$ cat src/rtl/data_island_packet_scheduler.sv
// HDMI data-island slot scheduler: arbitrates ACR, audio sample, AVI and audio InfoFrame packets.
// Optional build macro HDMI_SCHED_DROP_COUNT_EN adds a saturating dropped_sample_count output.
module data_island_packet_scheduler #(
  parameter int FIFO_DEPTH = 4,
  parameter int ACR_PERIOD = 25200
) (
  input  logic        clk_pixel,
  input  logic        reset,
  input  logic        packet_enable,
  input  logic        frame_start,
  input  logic        audio_sample_valid,
  output logic        audio_sample_ready,
  input  logic [23:0] audio_sample_word_l,
  input  logic [23:0] audio_sample_word_r,
  output logic [7:0]  packet_type,
  output logic [23:0] sample_word_l,
  output logic [23:0] sample_word_r,
`ifdef HDMI_SCHED_DROP_COUNT_EN
  output logic [15:0] dropped_sample_count,
`endif
  output logic        audio_overflow
);

  localparam int PTR_W = $clog2(FIFO_DEPTH);
  localparam int CNT_W = $clog2(FIFO_DEPTH) + 1;
  localparam int TMR_W = $clog2(ACR_PERIOD);

  localparam logic [CNT_W-1:0] FULL_LVL = CNT_W'(FIFO_DEPTH);
  localparam logic [CNT_W-1:0] HALF_LVL = CNT_W'(FIFO_DEPTH / 2);
  localparam logic [TMR_W-1:0] TMR_LAST = TMR_W'(ACR_PERIOD - 1);

  localparam logic [7:0] PKT_NULL  = 8'h00;
  localparam logic [7:0] PKT_ACR   = 8'h01;
  localparam logic [7:0] PKT_AUDIO = 8'h02;
  localparam logic [7:0] PKT_AVI   = 8'h82;
  localparam logic [7:0] PKT_AIF   = 8'h84;

  logic [23:0]      fifo_l_r [FIFO_DEPTH];
  logic [23:0]      fifo_r_r [FIFO_DEPTH];
  logic [PTR_W-1:0] wr_ptr_r;
  logic [PTR_W-1:0] rd_ptr_r;
  logic [CNT_W-1:0] count_r;
  logic [TMR_W-1:0] acr_timer_r;
  logic             acr_pending_r;
  logic             avi_pending_r;
  logic             aif_pending_r;
  logic             overflow_r;
  logic [7:0]       packet_type_r;
  logic [23:0]      sample_word_l_r;
  logic [23:0]      sample_word_r_r;

  logic             full_s;
  logic             wr_en_s;
  logic             acr_expire_s;
  logic [7:0]       grant_type_s;
  logic             grant_acr_s;
  logic             grant_avi_s;
  logic             grant_aif_s;
  logic             pop_s;

  assign full_s             = (count_r == FULL_LVL);
  assign audio_sample_ready = !full_s;
  assign wr_en_s            = audio_sample_valid && !full_s;
  assign acr_expire_s       = (acr_timer_r == TMR_LAST);

  // Slot arbitration from pre-edge state; sources set in this cycle only count next slot.
  always_comb begin
    grant_type_s = PKT_NULL;
    grant_acr_s  = 1'b0;
    grant_avi_s  = 1'b0;
    grant_aif_s  = 1'b0;
    pop_s        = 1'b0;
    if (packet_enable) begin
      if (acr_pending_r) begin
        grant_type_s = PKT_ACR;
        grant_acr_s  = 1'b1;
      end else if (count_r >= HALF_LVL) begin
        grant_type_s = PKT_AUDIO;
        pop_s        = 1'b1;
      end else if (avi_pending_r) begin
        grant_type_s = PKT_AVI;
        grant_avi_s  = 1'b1;
      end else if (aif_pending_r) begin
        grant_type_s = PKT_AIF;
        grant_aif_s  = 1'b1;
      end else if (count_r != {CNT_W{1'b0}}) begin
        grant_type_s = PKT_AUDIO;
        pop_s        = 1'b1;
      end else begin
        grant_type_s = PKT_NULL;
      end
    end else begin
      grant_type_s = PKT_NULL;
    end
  end

  // Sample storage; pointer reset alone discards the contents.
  always_ff @(posedge clk_pixel) begin
    if (wr_en_s) begin
      fifo_l_r[wr_ptr_r] <= audio_sample_word_l;
      fifo_r_r[wr_ptr_r] <= audio_sample_word_r;
    end
  end

  // Control state: FIFO pointers, ACR timer, pending flags (set wins over grant clear), outputs.
  always_ff @(posedge clk_pixel) begin
    if (reset) begin
      wr_ptr_r        <= {PTR_W{1'b0}};
      rd_ptr_r        <= {PTR_W{1'b0}};
      count_r         <= {CNT_W{1'b0}};
      acr_timer_r     <= {TMR_W{1'b0}};
      acr_pending_r   <= 1'b0;
      avi_pending_r   <= 1'b0;
      aif_pending_r   <= 1'b0;
      overflow_r      <= 1'b0;
      packet_type_r   <= PKT_NULL;
      sample_word_l_r <= 24'h000000;
      sample_word_r_r <= 24'h000000;
    end else begin
      if (wr_en_s) begin
        wr_ptr_r <= wr_ptr_r + PTR_W'(1);
      end
      if (pop_s) begin
        rd_ptr_r        <= rd_ptr_r + PTR_W'(1);
        sample_word_l_r <= fifo_l_r[rd_ptr_r];
        sample_word_r_r <= fifo_r_r[rd_ptr_r];
      end
      case ({wr_en_s, pop_s})
        2'b10:   count_r <= count_r + CNT_W'(1);
        2'b01:   count_r <= count_r - CNT_W'(1);
        default: count_r <= count_r;
      endcase
      acr_timer_r   <= acr_expire_s ? {TMR_W{1'b0}} : acr_timer_r + TMR_W'(1);
      acr_pending_r <= acr_expire_s || (acr_pending_r && !grant_acr_s);
      avi_pending_r <= frame_start  || (avi_pending_r && !grant_avi_s);
      aif_pending_r <= frame_start  || (aif_pending_r && !grant_aif_s);
      if (audio_sample_valid && full_s) begin
        overflow_r <= 1'b1;
      end
      if (packet_enable) begin
        packet_type_r <= grant_type_s;
      end
    end
  end

  assign packet_type    = packet_type_r;
  assign sample_word_l  = sample_word_l_r;
  assign sample_word_r  = sample_word_r_r;
  assign audio_overflow = overflow_r;

`ifdef HDMI_SCHED_DROP_COUNT_EN
  logic [15:0] drop_cnt_r;

  // Saturating count of cycles in which an offered sample was refused.
  always_ff @(posedge clk_pixel) begin
    if (reset) begin
      drop_cnt_r <= 16'h0000;
    end else if (audio_sample_valid && full_s && (drop_cnt_r != 16'hFFFF)) begin
      drop_cnt_r <= drop_cnt_r + 16'h0001;
    end else begin
      drop_cnt_r <= drop_cnt_r;
    end
  end

  assign dropped_sample_count = drop_cnt_r;
`endif

endmodule
$ cat config.mk
export PLATFORM = sky130hd
export DESIGN_NAME = data_island_packet_scheduler
export DESIGN_NICKNAME = d
export VERILOG_FILES = /design/src/rtl/data_island_packet_scheduler.sv
export SDC_FILE = /design/constraint.sdc
export NUM_CORES = 1
export LEC_CHECK = 0
export BUFFER_PORTS_ARGS = -buffer_cell sky130_fd_sc_hd__buf_2
export CORE_ASPECT_RATIO = 1.75
export CORE_MARGIN = 10
export CORE_UTILIZATION = 52
export CTS_CLUSTER_SIZE = 20
export DETAILED_ROUTE_END_ITERATION = 12
export PLACE_DENSITY = 0.72
export SLEW_MARGIN = 40
export SYNTH_ARGS = -nofsm -noshare
export SYNTH_HDL_FRONTEND = slang
export SYNTH_SLANG_ARGS = --single-unit
$ cat constraint.sdc
create_clock -name clk_pixel -period 2.7 [get_ports clk_pixel]
set_input_delay 0.675 -clock clk_pixel [delete_from_list [all_inputs] [get_ports clk_pixel]]
set_output_delay 0.675 -clock clk_pixel [all_outputs]
set_load 0.1 [all_outputs]
==> results.cfg <==
[finish]
fin_nets = 796
synthToLayoutAreaGrowth_pct = 16.2
drive_above_1_share_pct = 27.7
final_cell_mix = edfxtp_1, buf_2, nand2_1
final_common_cell = edfxtp_1

[cts]
cts_resized = 0
clk_pin_slew_ns = 0.07
cts_buffers = 23
clock_latency_ns = 0.50
clockRootBuffer = clkbuf_16
cts_sinks = 270
cts_max_level = 1
post_cts_buffers = 0
tritoncts = done
holdBufCountCts = 0
cts_max_path_buffers = 3

[sta]
tightest_slew_ns = 0.668
finalHoldViolations = 0
relSlewSlack_pct = 55.5
fin_crit_ns = 2.46
setup_tns_ns = 0
finalClockSkew_ns = 0.00982
fin_crit_sh_pct = 91.2
max_freq_mhz = 406
setup_viol = 0
slew_violations = 0
hold_ws_ns = 0.387
rsz0062_at_grt = false

[drt]
wl_um = 20100
num_vias = 5424
drt-vias-per-instance = 5.45
drtAntennaViolNets = 0
drc = 0
drt_iter0_drc = 344
wl_per_cell_um = 20.2
drtPass1Iterations = 4

[job]
drv_cap = 0

[logic_synthesis]
synth_edf_count = 192
syn_area_per_cell_sq_um = 16.0
synth-seq-area-share_pct = 73.2
syn_inst = 627
synth_area_sq_mm = 0.0100
synth_flop_cell = edfxtp_1
synth.distinct_cells = 38
async_reset_ff_share_pct = 0
synth-seq-cells = 270
yosys_warnings = 0

[place]
dpl.hpwl_um = 12300
numPortBuffers = 106
routabilityCongestion = 0.764

[floorplanning]
row_count = 67
dieArea_sq_mm = 0.0254
start_util_pct = 52.6
die_y_um = 204
io_pins = 111
core-area_sq_mm = 0.0190
dieWidth_um = 125

[worst_hold_path]
hold_depth = 1
hold_class = in -> reg

[critical_path]
crit_required_ns = 3.13
worst_setup_path_start_kind = flip-flop
crit_path_end_kind = flip-flop
r2r_cells = 9
worstPathArrival_ns = 2.89
cp_max_fo = 7
crit_type = reg -> reg

[global_routing]
antenna_found_initial = 2
grt_pass1_vias = 5939
grt_pass1_wl_um = 32100
overflow = 0
grtUsageTotal_pct = 15.6
grt_max_degree = 52

[pwr]
p_leak_uw = 0.00405
ir_drop_mv = 0.827
finalPower_uw = 11700
powerDensity_mw_per_mm2 = 1010

[outcome]
status = finished, final reports clean
-- synthesized netlist by cell type (all sizes together), types with 4 or more instances --
master	n	area, sq um
clkbuf	15	56.3
inv	12	45.0
a21oi	59	295
nand2b	5	31.3
nand3	6	30.0
xnor2	8	70.1
buf	22	141
nor2	27	101
and2	6	37.5
ha	6	75.1
xor2	8	70.1
nand4	4	25.0
nand2	100	375
edfxtp	192	5770
mux4	48	1080
dfxtp	78	1560
-- critical path, stage by stage (launching register included) --
cell	delay, ns
dfxtp_1	0.47
nor3b_1	0.36
nor2b_1	0.21
inv_1	0.10
ha_1	0.18
inv_1	0.06
fa_1	0.40
xor2_1	0.17
or3_1	0.31
a21oi_1	0.14
-- registers in the layout, indices dropped and copies added, names as in the netlist, 2 cells and up --
name,flops
rd_ptr_r,2
wr_ptr_r,2
packet_type,4
sample_word_r,24
count_r,3
fifo_l_r,96
fifo_r_r,96
sample_word_l,24
acr_timer_r,15
-- worst paths after layout --
check | to | slack (ns) | startpoint
worst max-delay path | count_r[2] | 0.24 | count_r[2]
worst min-delay path | fifo_r_r[3][8] | 0.39 | audio_sample_word_r[8]
worst max register to register | count_r[2] | 0.24 | count_r[2]
worst min register to register | sample_word_r[22] | 0.45 | sample_word_r[22]
-- metrics by stage --
stage               utilization (%)  cells  setup slack (ns)  cell area (sq um)
CTS                            61.1    993             0.245              11600
floorplan                         -    630            0.0917              10000
global placement               56.9    952             0.307              10800
finish                         61.1    995             0.239              11600
detailed placement             56.9    952             0.249              10800
global route                   61.1    995            0.0612              11600
-- cells by family (layout without fill, tap and decap cells) --
| logic type | after synthesis | in the layout | share of synthesized area, % |
|---|---|---|---|
| multiplexers | 51 | 51 | 11.1 |
| flip-flops | 270 | 270 | 73.2 |
| adder cells (fa/ha/maj) | 7 | 7 | 0.950 |
| AND/OR/NAND/NOR | 167 | 167 | 7.36 |
| AO/OA/AOI/OAI | 66 | 66 | 3.56 |
| other | 1 | 6 | 0.0374 |
| buffers and inverters | 49 | 171 | 2.42 |
| XOR/XNOR | 16 | 16 | 1.40 |
-- cell type report --
type | count | area, sq um
inverter | 12 | 45.0
sequential | 270 | 7330
timing repair buffer | 118 | 696
clock inverter | 10 | 171
tap | 241 | 302
clock buffer | 31 | 626
fill | 1411 | 7390
multi-input combinational | 311 | 2460
antenna | 2 | 5.00
-- metal layers --
metal  global-route usage [%]  vias up  part of all wire (%)
met4                     5.12        0                   1.9
met3                     2.60       36                   5.1
met5                        0        -                     0
met1                     17.4     2719                    37
met2                     29.2      140                    56
li1                         -     2529                     -
-- power by group --
group	leakage, uW	internal (uW)	switching, uW
combinational	0.00126	863	2180
sequential	0.00240	4940	280
clock	0.000388	2100	1380
(Power assumes the default switching activity.)
